File: src/rtl/comp_unit_pkg.sv
// Shared definitions for CompUnit and its upstream sequencer:
// CompUnit instruction codes and the sequencer state encoding.
package comp_unit_pkg;

  localparam logic [2:0] CLR    = 3'b000;
  localparam logic [2:0] HOLD   = 3'b001;
  localparam logic [2:0] BIAS   = 3'b101;
  localparam logic [2:0] MAC_L2 = 3'b110;
  localparam logic [2:0] MAC2   = 3'b111;

  typedef enum logic [2:0] {
    ST_IDLE   = 3'd0,
    ST_CLEAR  = 3'd1,
    ST_STREAM = 3'd2,
    ST_BIAS   = 3'd3,
    ST_DRAIN  = 3'd4,
    ST_OUTPUT = 3'd5
  } seq_state_e;

endpackage

File: src/rtl/comp_unit_sequencer.sv
// Job sequencer for CompUnit: turns a dot-product job plus an operand stream
// into CompUnit instructions and returns the accumulated out1 as the result.
module comp_unit_sequencer
  import comp_unit_pkg::*;
#(
  parameter int VALUE_WIDTH = 16,
  parameter int LEN_WIDTH   = 8
) (
  input  logic                   clk,
  input  logic                   rst,
  input  logic                   start,
  input  logic [LEN_WIDTH-1:0]   cfg_len,
  input  logic                   cfg_bias_en,
  input  logic [VALUE_WIDTH-1:0] cfg_bias,
  output logic                   busy,
  input  logic                   in_valid,
  output logic                   in_ready,
  input  logic [VALUE_WIDTH-1:0] in_a1,
  input  logic [VALUE_WIDTH-1:0] in_w1,
  input  logic [VALUE_WIDTH-1:0] in_a2,
  input  logic [VALUE_WIDTH-1:0] in_w2,
  output logic [2:0]             cu_instr,
  output logic [VALUE_WIDTH-1:0] cu_a1,
  output logic [VALUE_WIDTH-1:0] cu_w1,
  output logic [VALUE_WIDTH-1:0] cu_a2,
  output logic [VALUE_WIDTH-1:0] cu_w2,
  input  logic [VALUE_WIDTH-1:0] cu_out1,
  output logic                   res_valid,
  input  logic                   res_ready,
  output logic [VALUE_WIDTH-1:0] res_data
);

  localparam logic [VALUE_WIDTH-1:0] VAL_ZERO = {VALUE_WIDTH{1'b0}};
  localparam logic [LEN_WIDTH-1:0]   LEN_ZERO = {LEN_WIDTH{1'b0}};
  localparam logic [LEN_WIDTH-1:0]   LEN_ONE  = {{(LEN_WIDTH-1){1'b0}}, 1'b1};

  seq_state_e             state_r;
  seq_state_e             state_s;
  logic [LEN_WIDTH-1:0]   len_r;
  logic                   bias_en_r;
  logic [VALUE_WIDTH-1:0] bias_r;
  logic [LEN_WIDTH-1:0]   beats_left_r;
  logic                   odd_r;
  logic [VALUE_WIDTH-1:0] res_data_r;
  logic [LEN_WIDTH-1:0]   beats_total_s;
  logic                   last_beat_s;

  // ceil(len/2) without needing an extra carry bit
  assign beats_total_s = {1'b0, len_r[LEN_WIDTH-1:1]} + {{(LEN_WIDTH-1){1'b0}}, len_r[0]};
  assign last_beat_s   = (beats_left_r == LEN_ONE);

  assign busy      = (state_r != ST_IDLE);
  assign res_valid = (state_r == ST_OUTPUT);
  assign res_data  = res_data_r;

  // State register
  always_ff @(posedge clk) begin
    if (rst) begin
      state_r <= ST_IDLE;
    end else begin
      state_r <= state_s;
    end
  end

  // Job configuration, beat counter and result capture
  always_ff @(posedge clk) begin
    if (rst) begin
      len_r        <= LEN_ZERO;
      bias_en_r    <= 1'b0;
      bias_r       <= VAL_ZERO;
      beats_left_r <= LEN_ZERO;
      odd_r        <= 1'b0;
      res_data_r   <= VAL_ZERO;
    end else begin
      if ((state_r == ST_IDLE) && start) begin
        len_r     <= cfg_len;
        bias_en_r <= cfg_bias_en;
        bias_r    <= cfg_bias;
      end
      if (state_r == ST_CLEAR) begin
        beats_left_r <= beats_total_s;
        odd_r        <= len_r[0];
      end else if ((state_r == ST_STREAM) && in_valid && (beats_left_r != LEN_ZERO)) begin
        beats_left_r <= beats_left_r - LEN_ONE;
      end
      if (state_r == ST_DRAIN) begin
        res_data_r <= cu_out1;
      end
    end
  end

  // Next state, CompUnit instruction/operands and stream handshake
  always_comb begin
    state_s  = state_r;
    cu_instr = HOLD;
    cu_a1    = VAL_ZERO;
    cu_w1    = VAL_ZERO;
    cu_a2    = VAL_ZERO;
    cu_w2    = VAL_ZERO;
    in_ready = 1'b0;
    case (state_r)
      ST_IDLE: begin
        if (start) begin
          state_s = ST_CLEAR;
        end else begin
          state_s = ST_IDLE;
        end
      end
      ST_CLEAR: begin
        cu_instr = CLR;
        if (len_r != LEN_ZERO) begin
          state_s = ST_STREAM;
        end else if (bias_en_r) begin
          state_s = ST_BIAS;
        end else begin
          state_s = ST_DRAIN;
        end
      end
      ST_STREAM: begin
        in_ready = 1'b1;
        if (in_valid && last_beat_s && odd_r) begin
          // odd tail: lane 1 rides on CompUnit lane 2, lane 2 of the beat is dropped
          cu_instr = MAC_L2;
          cu_a2    = in_a1;
          cu_w2    = in_w1;
        end else begin
          cu_instr = in_valid ? MAC2 : HOLD;
          cu_a1    = in_a1;
          cu_w1    = in_w1;
          cu_a2    = in_a2;
          cu_w2    = in_w2;
        end
        if (in_valid && last_beat_s) begin
          state_s = bias_en_r ? ST_BIAS : ST_DRAIN;
        end else begin
          state_s = ST_STREAM;
        end
      end
      ST_BIAS: begin
        cu_instr = BIAS;
        cu_w1    = bias_r;
        state_s  = ST_DRAIN;
      end
      ST_DRAIN: begin
        state_s = ST_OUTPUT;
      end
      ST_OUTPUT: begin
        if (res_ready) begin
          state_s = ST_IDLE;
        end else begin
          state_s = ST_OUTPUT;
        end
      end
      default: begin
        state_s = ST_IDLE;
      end
    endcase
  end

endmodule

File: config.mk
export PLATFORM = sky130hd
export DESIGN_NAME = comp_unit_sequencer
export DESIGN_NICKNAME = d
export VERILOG_FILES = /design/src/rtl/comp_unit_pkg.sv /design/src/rtl/comp_unit_sequencer.sv
export SDC_FILE = /design/constraint.sdc
export NUM_CORES = 1
export LEC_CHECK = 0
export CAP_MARGIN = 0
export CELL_PAD_IN_SITES_DETAIL_PLACEMENT = 0
export CELL_PAD_IN_SITES_GLOBAL_PLACEMENT = 1
export CORE_UTILIZATION = 22
export DETAILED_ROUTE_END_ITERATION = 7
export PLACE_DENSITY_LB_ADDON = 0.1
export RECOVER_POWER = 100
export SETUP_SLACK_MARGIN = 0.3
export SYNTH_ARGS = -nofsm -noshare
export SYNTH_HDL_FRONTEND = slang
export SYNTH_SLANG_ARGS = --single-unit
File: constraint.sdc
create_clock -name clk -period 1.8 [get_ports clk]
set_clock_uncertainty 0.05 [all_clocks]
set_input_delay 0.27 -clock clk [delete_from_list [all_inputs] [get_ports clk]]
set_output_delay 0.27 -clock clk [all_outputs]
set_load 0.02 [all_outputs]
==> results.sh <==
export IMPL_power_per_cell_area_nw_per_um2=913
export IMPL_cp_start_kind="register"
export IMPL_setup_ws_ns=-0.394
export IMPL_preCtsSetupSlack_ns=-0.864
export IMPL_path_common_cell="buf_12"
export IMPL_synth_seq_cells=53
export IMPL_diodes=0
export IMPL_cp_max_fo=9
export IMPL_hold_start="rst"
export IMPL_drtIter0Drc=127
export IMPL_critPathTopFamily="buffers and inverters"
export IMPL_maxCapViolations=0
export IMPL_drtPass1Iterations=4
export IMPL_r2r_start="state_r[2]"
export IMPL_relSlewSlack=0.650
export IMPL_report_final_slew_viol_count=0
export IMPL_yosysSeqAreaShare=0.338
export IMPL_p_comb_frac=0.606
export IMPL_synth_edf_count=0
export IMPL_drive_above_1_share=0.427
export IMPL_ys_warn_count=0
export IMPL_syn_nets=565
export IMPL_detail_route_antenna_nets=0
export IMPL_yosys_cell_types_count=53
export IMPL_viasPerCell=4.65
export IMPL_holdBufCountCts=0
export IMPL_period_share=1.22
export IMPL_slowest_stage="dfxtp_2"
export IMPL_grt_overflow_total=0
export IMPL_clockPowerShare=0.150
export IMPL_r2r_end="beats_left_r[2]"
export IMPL_synth_top_area_share=0.338
export IMPL_hold_class="in -> reg"
export IMPL_gp_congestion=0.806
export IMPL_period_needed_ns=2.19
export IMPL_r2r_slack_ns=-0.09
export IMPL_insertion_delay_ns=0.30
export IMPL_initial_core_util=0.226
export IMPL_fin_tns_setup_ns=-21.22
export IMPL_ir_drop_uv=559
export IMPL_grt_pass1_vias=3921
export IMPL_ios=196
export IMPL_clk_pin_slew_ns=0.07
export IMPL_status="finished with violations"
export IMPL_fp_coreArea_um2=13900
export IMPL_cts_buffer_depth=2
export IMPL_path_cells="inv_2, ha_4, and2_4, and4_4, buf_12, nor2_4, buf_12, a22o_4, buf_6"
export IMPL_syn_area_um2=3140
export IMPL_cts_buffers=5
export IMPL_die_area_um2=14700
export IMPL_chipHeight_um=121
export IMPL_postSynthCellCount=450
export IMPL_die_x_um=121
export IMPL_finalSetupViolations=68
export IMPL_fin_nets=800
export IMPL_stdcell_count=866
export IMPL_cp_data_arrival_time_ns=1.87
export IMPL_async_reset_ff_frac=0
export IMPL_p_leak_nw=2.86
export IMPL_areaGrowthSynthToFinish_pct=126
export IMPL_worstMarginPinSlew_ns=0.524
export IMPL_port_buffers=195
export IMPL_final_common_cell="clkdlybuf4s50_1"
export IMPL_htree_num_levels=2
export IMPL_seq_power_share=0.244
export IMPL_cts_tree="yes"
export IMPL_grt_max_degree=34
export IMPL_fmax_mhz=456
export IMPL_synth_top_area_cell="dfxtp_1"
export IMPL_grt_first_pass_wirelength_um=20600
export IMPL_ys_flop_type="dfxtp_1"
export IMPL_synthTopCellsByArea="dfxtp_1, nand2_1, a21oi_1, a22o_1, and3_1"
export IMPL_dp_hpwl_um=9850
export IMPL_postSynthAreaPerCell_um2=6.97
export IMPL_hold_violations=0
export IMPL_critPathMaxStageDelay_ns=0.33
export IMPL_num_vias=4024
export IMPL_worst_hold_path_num_cells=2
export IMPL_worstPathRequired_ns=1.48
export IMPL_dp_cells=835
export IMPL_cts_root_buf="clkbuf_16"
export IMPL_wl_um=13700
export IMPL_avgRoutedWirePerCell_um=15.8
export IMPL_power_share_switching=0.402
export IMPL_fillers=1302
export IMPL_clock_sinks=53
export IMPL_crit_type="reg -> out"
export IMPL_p_int_mw=3.86
export IMPL_rsz0062_at_grt="true"
export IMPL_antenna_found_initial=0
export IMPL_grt_total_usage=0.179
export IMPL_rows=43
export IMPL_holdPathEnd="bias_r[8]"
export IMPL_power_switching_mw=2.59
export IMPL_drc=0
export IMPL_fin_hold_ws_ns=0.400
export IMPL_crit_buf_inv=4
export IMPL_final_cell_mix="clkdlybuf4s50_1, nand2_1, buf_6"
export IMPL_violations="setup timing"
export IMPL_reg2regPathDepth=7
export IMPL_worstSetupEndpointType="output port"
[state kept, by name, summed over array words and instances, names as in the netlist]
name	flops
bias_en_r	1
odd_r	1
bias_r	16
len_r	8
state_r	3
res_data	16
beats_left_r	8
[cells in the mapped netlist, drive strengths merged (4+ instances only)]
cell	number
inv	9
nor3	8
and3	17
a21oi	86
and2	4
clkbuf	19
xor2	4
dfxtp	53
ha	5
a22o	16
nor2	9
nand2	150
nand4	6
nand3	5
buf	17
[layout make-up]
type	count	area, µm²	share of cell area
clock buffers	6	129	0.0182
clock inverters	2	13.8	0.00195
inverters	9	38.8	0.00548
multi-input cells	352	2750	0.388
flip-flops and latches	53	1070	0.152
well taps	180	225	0.0318
repair buffers	264	2850	0.403
[power groups by stage]
stage	sequential, mW	clock, mW	combinational (mW)
3_3_place_gp	1.58	0	3.45
3_5_place_dp	1.59	0	3.46
6_report	1.57	0.969	3.91
2_1_floorplan	1.61	0	1.83
4_1_cts	1.57	1.01	3.82
5_1_grt	1.61	1.05	4.20
[through the flow]
step           area [µm²]  utilization  power, mW
3_5_place_dp         6040        0.435       5.05
3_3_place_gp         6040        0.435       5.03
2_1_floorplan        3590            -       3.44
4_1_cts              6750        0.486       6.40
5_1_grt              7080        0.510       6.86
6_report             7080        0.510       6.46
[layer usage]
metal,wire length [µm],vias to the layer above,share of wire,global-route usage
met1,5530,1869,0.40,0.210
met2,7140,130,0.52,0.330
met3,874,7,0.064,0.0343
met5,0,-,0,0
li1,-,2018,-,-
met4,142,0,0.010,0.0394
[worst reg2reg max path, delay by kind of cell, from the launching register on]
kind	cells	cell delay (ns)
flops	1	0.34
simple gates	2	0.39
buf+inv	3	0.58
compound gates	2	0.42
[logic make-up (layout without fill, tap and decap cells)]
group	Yosys count	in the layout	synth area share
AOI/OAI and AO/OA	125	125	0.242
xor gates and xnor gates	6	6	0.0168
adders and majority gates	5	5	0.0200
buffers and inverters	45	281	0.0654
DFF	53	53	0.338
and+or+nand+nor	216	216	0.317
[worst max path at each step]
stage                     from   endpoint  slack [ns]  cells past startpoint
2_1_floorplan  beats_left_r[1]  cu_w1[10]        0.07                      8
3_3_place_gp          in_valid   cu_w2[9]       -0.86                      8
3_5_place_dp          in_valid   cu_w1[6]       -0.86                      8
4_1_cts        beats_left_r[1]  cu_a2[11]       -0.41                      9
5_1_grt        beats_left_r[1]  cu_w1[15]       -0.47                      9
6_report       beats_left_r[1]  cu_w1[10]       -0.39                      9
[repair_timing]
action	CTS	global route
resized for setup	512	76
cloned	4	2
pin swaps	30	31
endpoints found under the setup margin	137	86
setup buffers	10	7
Power figures use the tool's default switching activity.
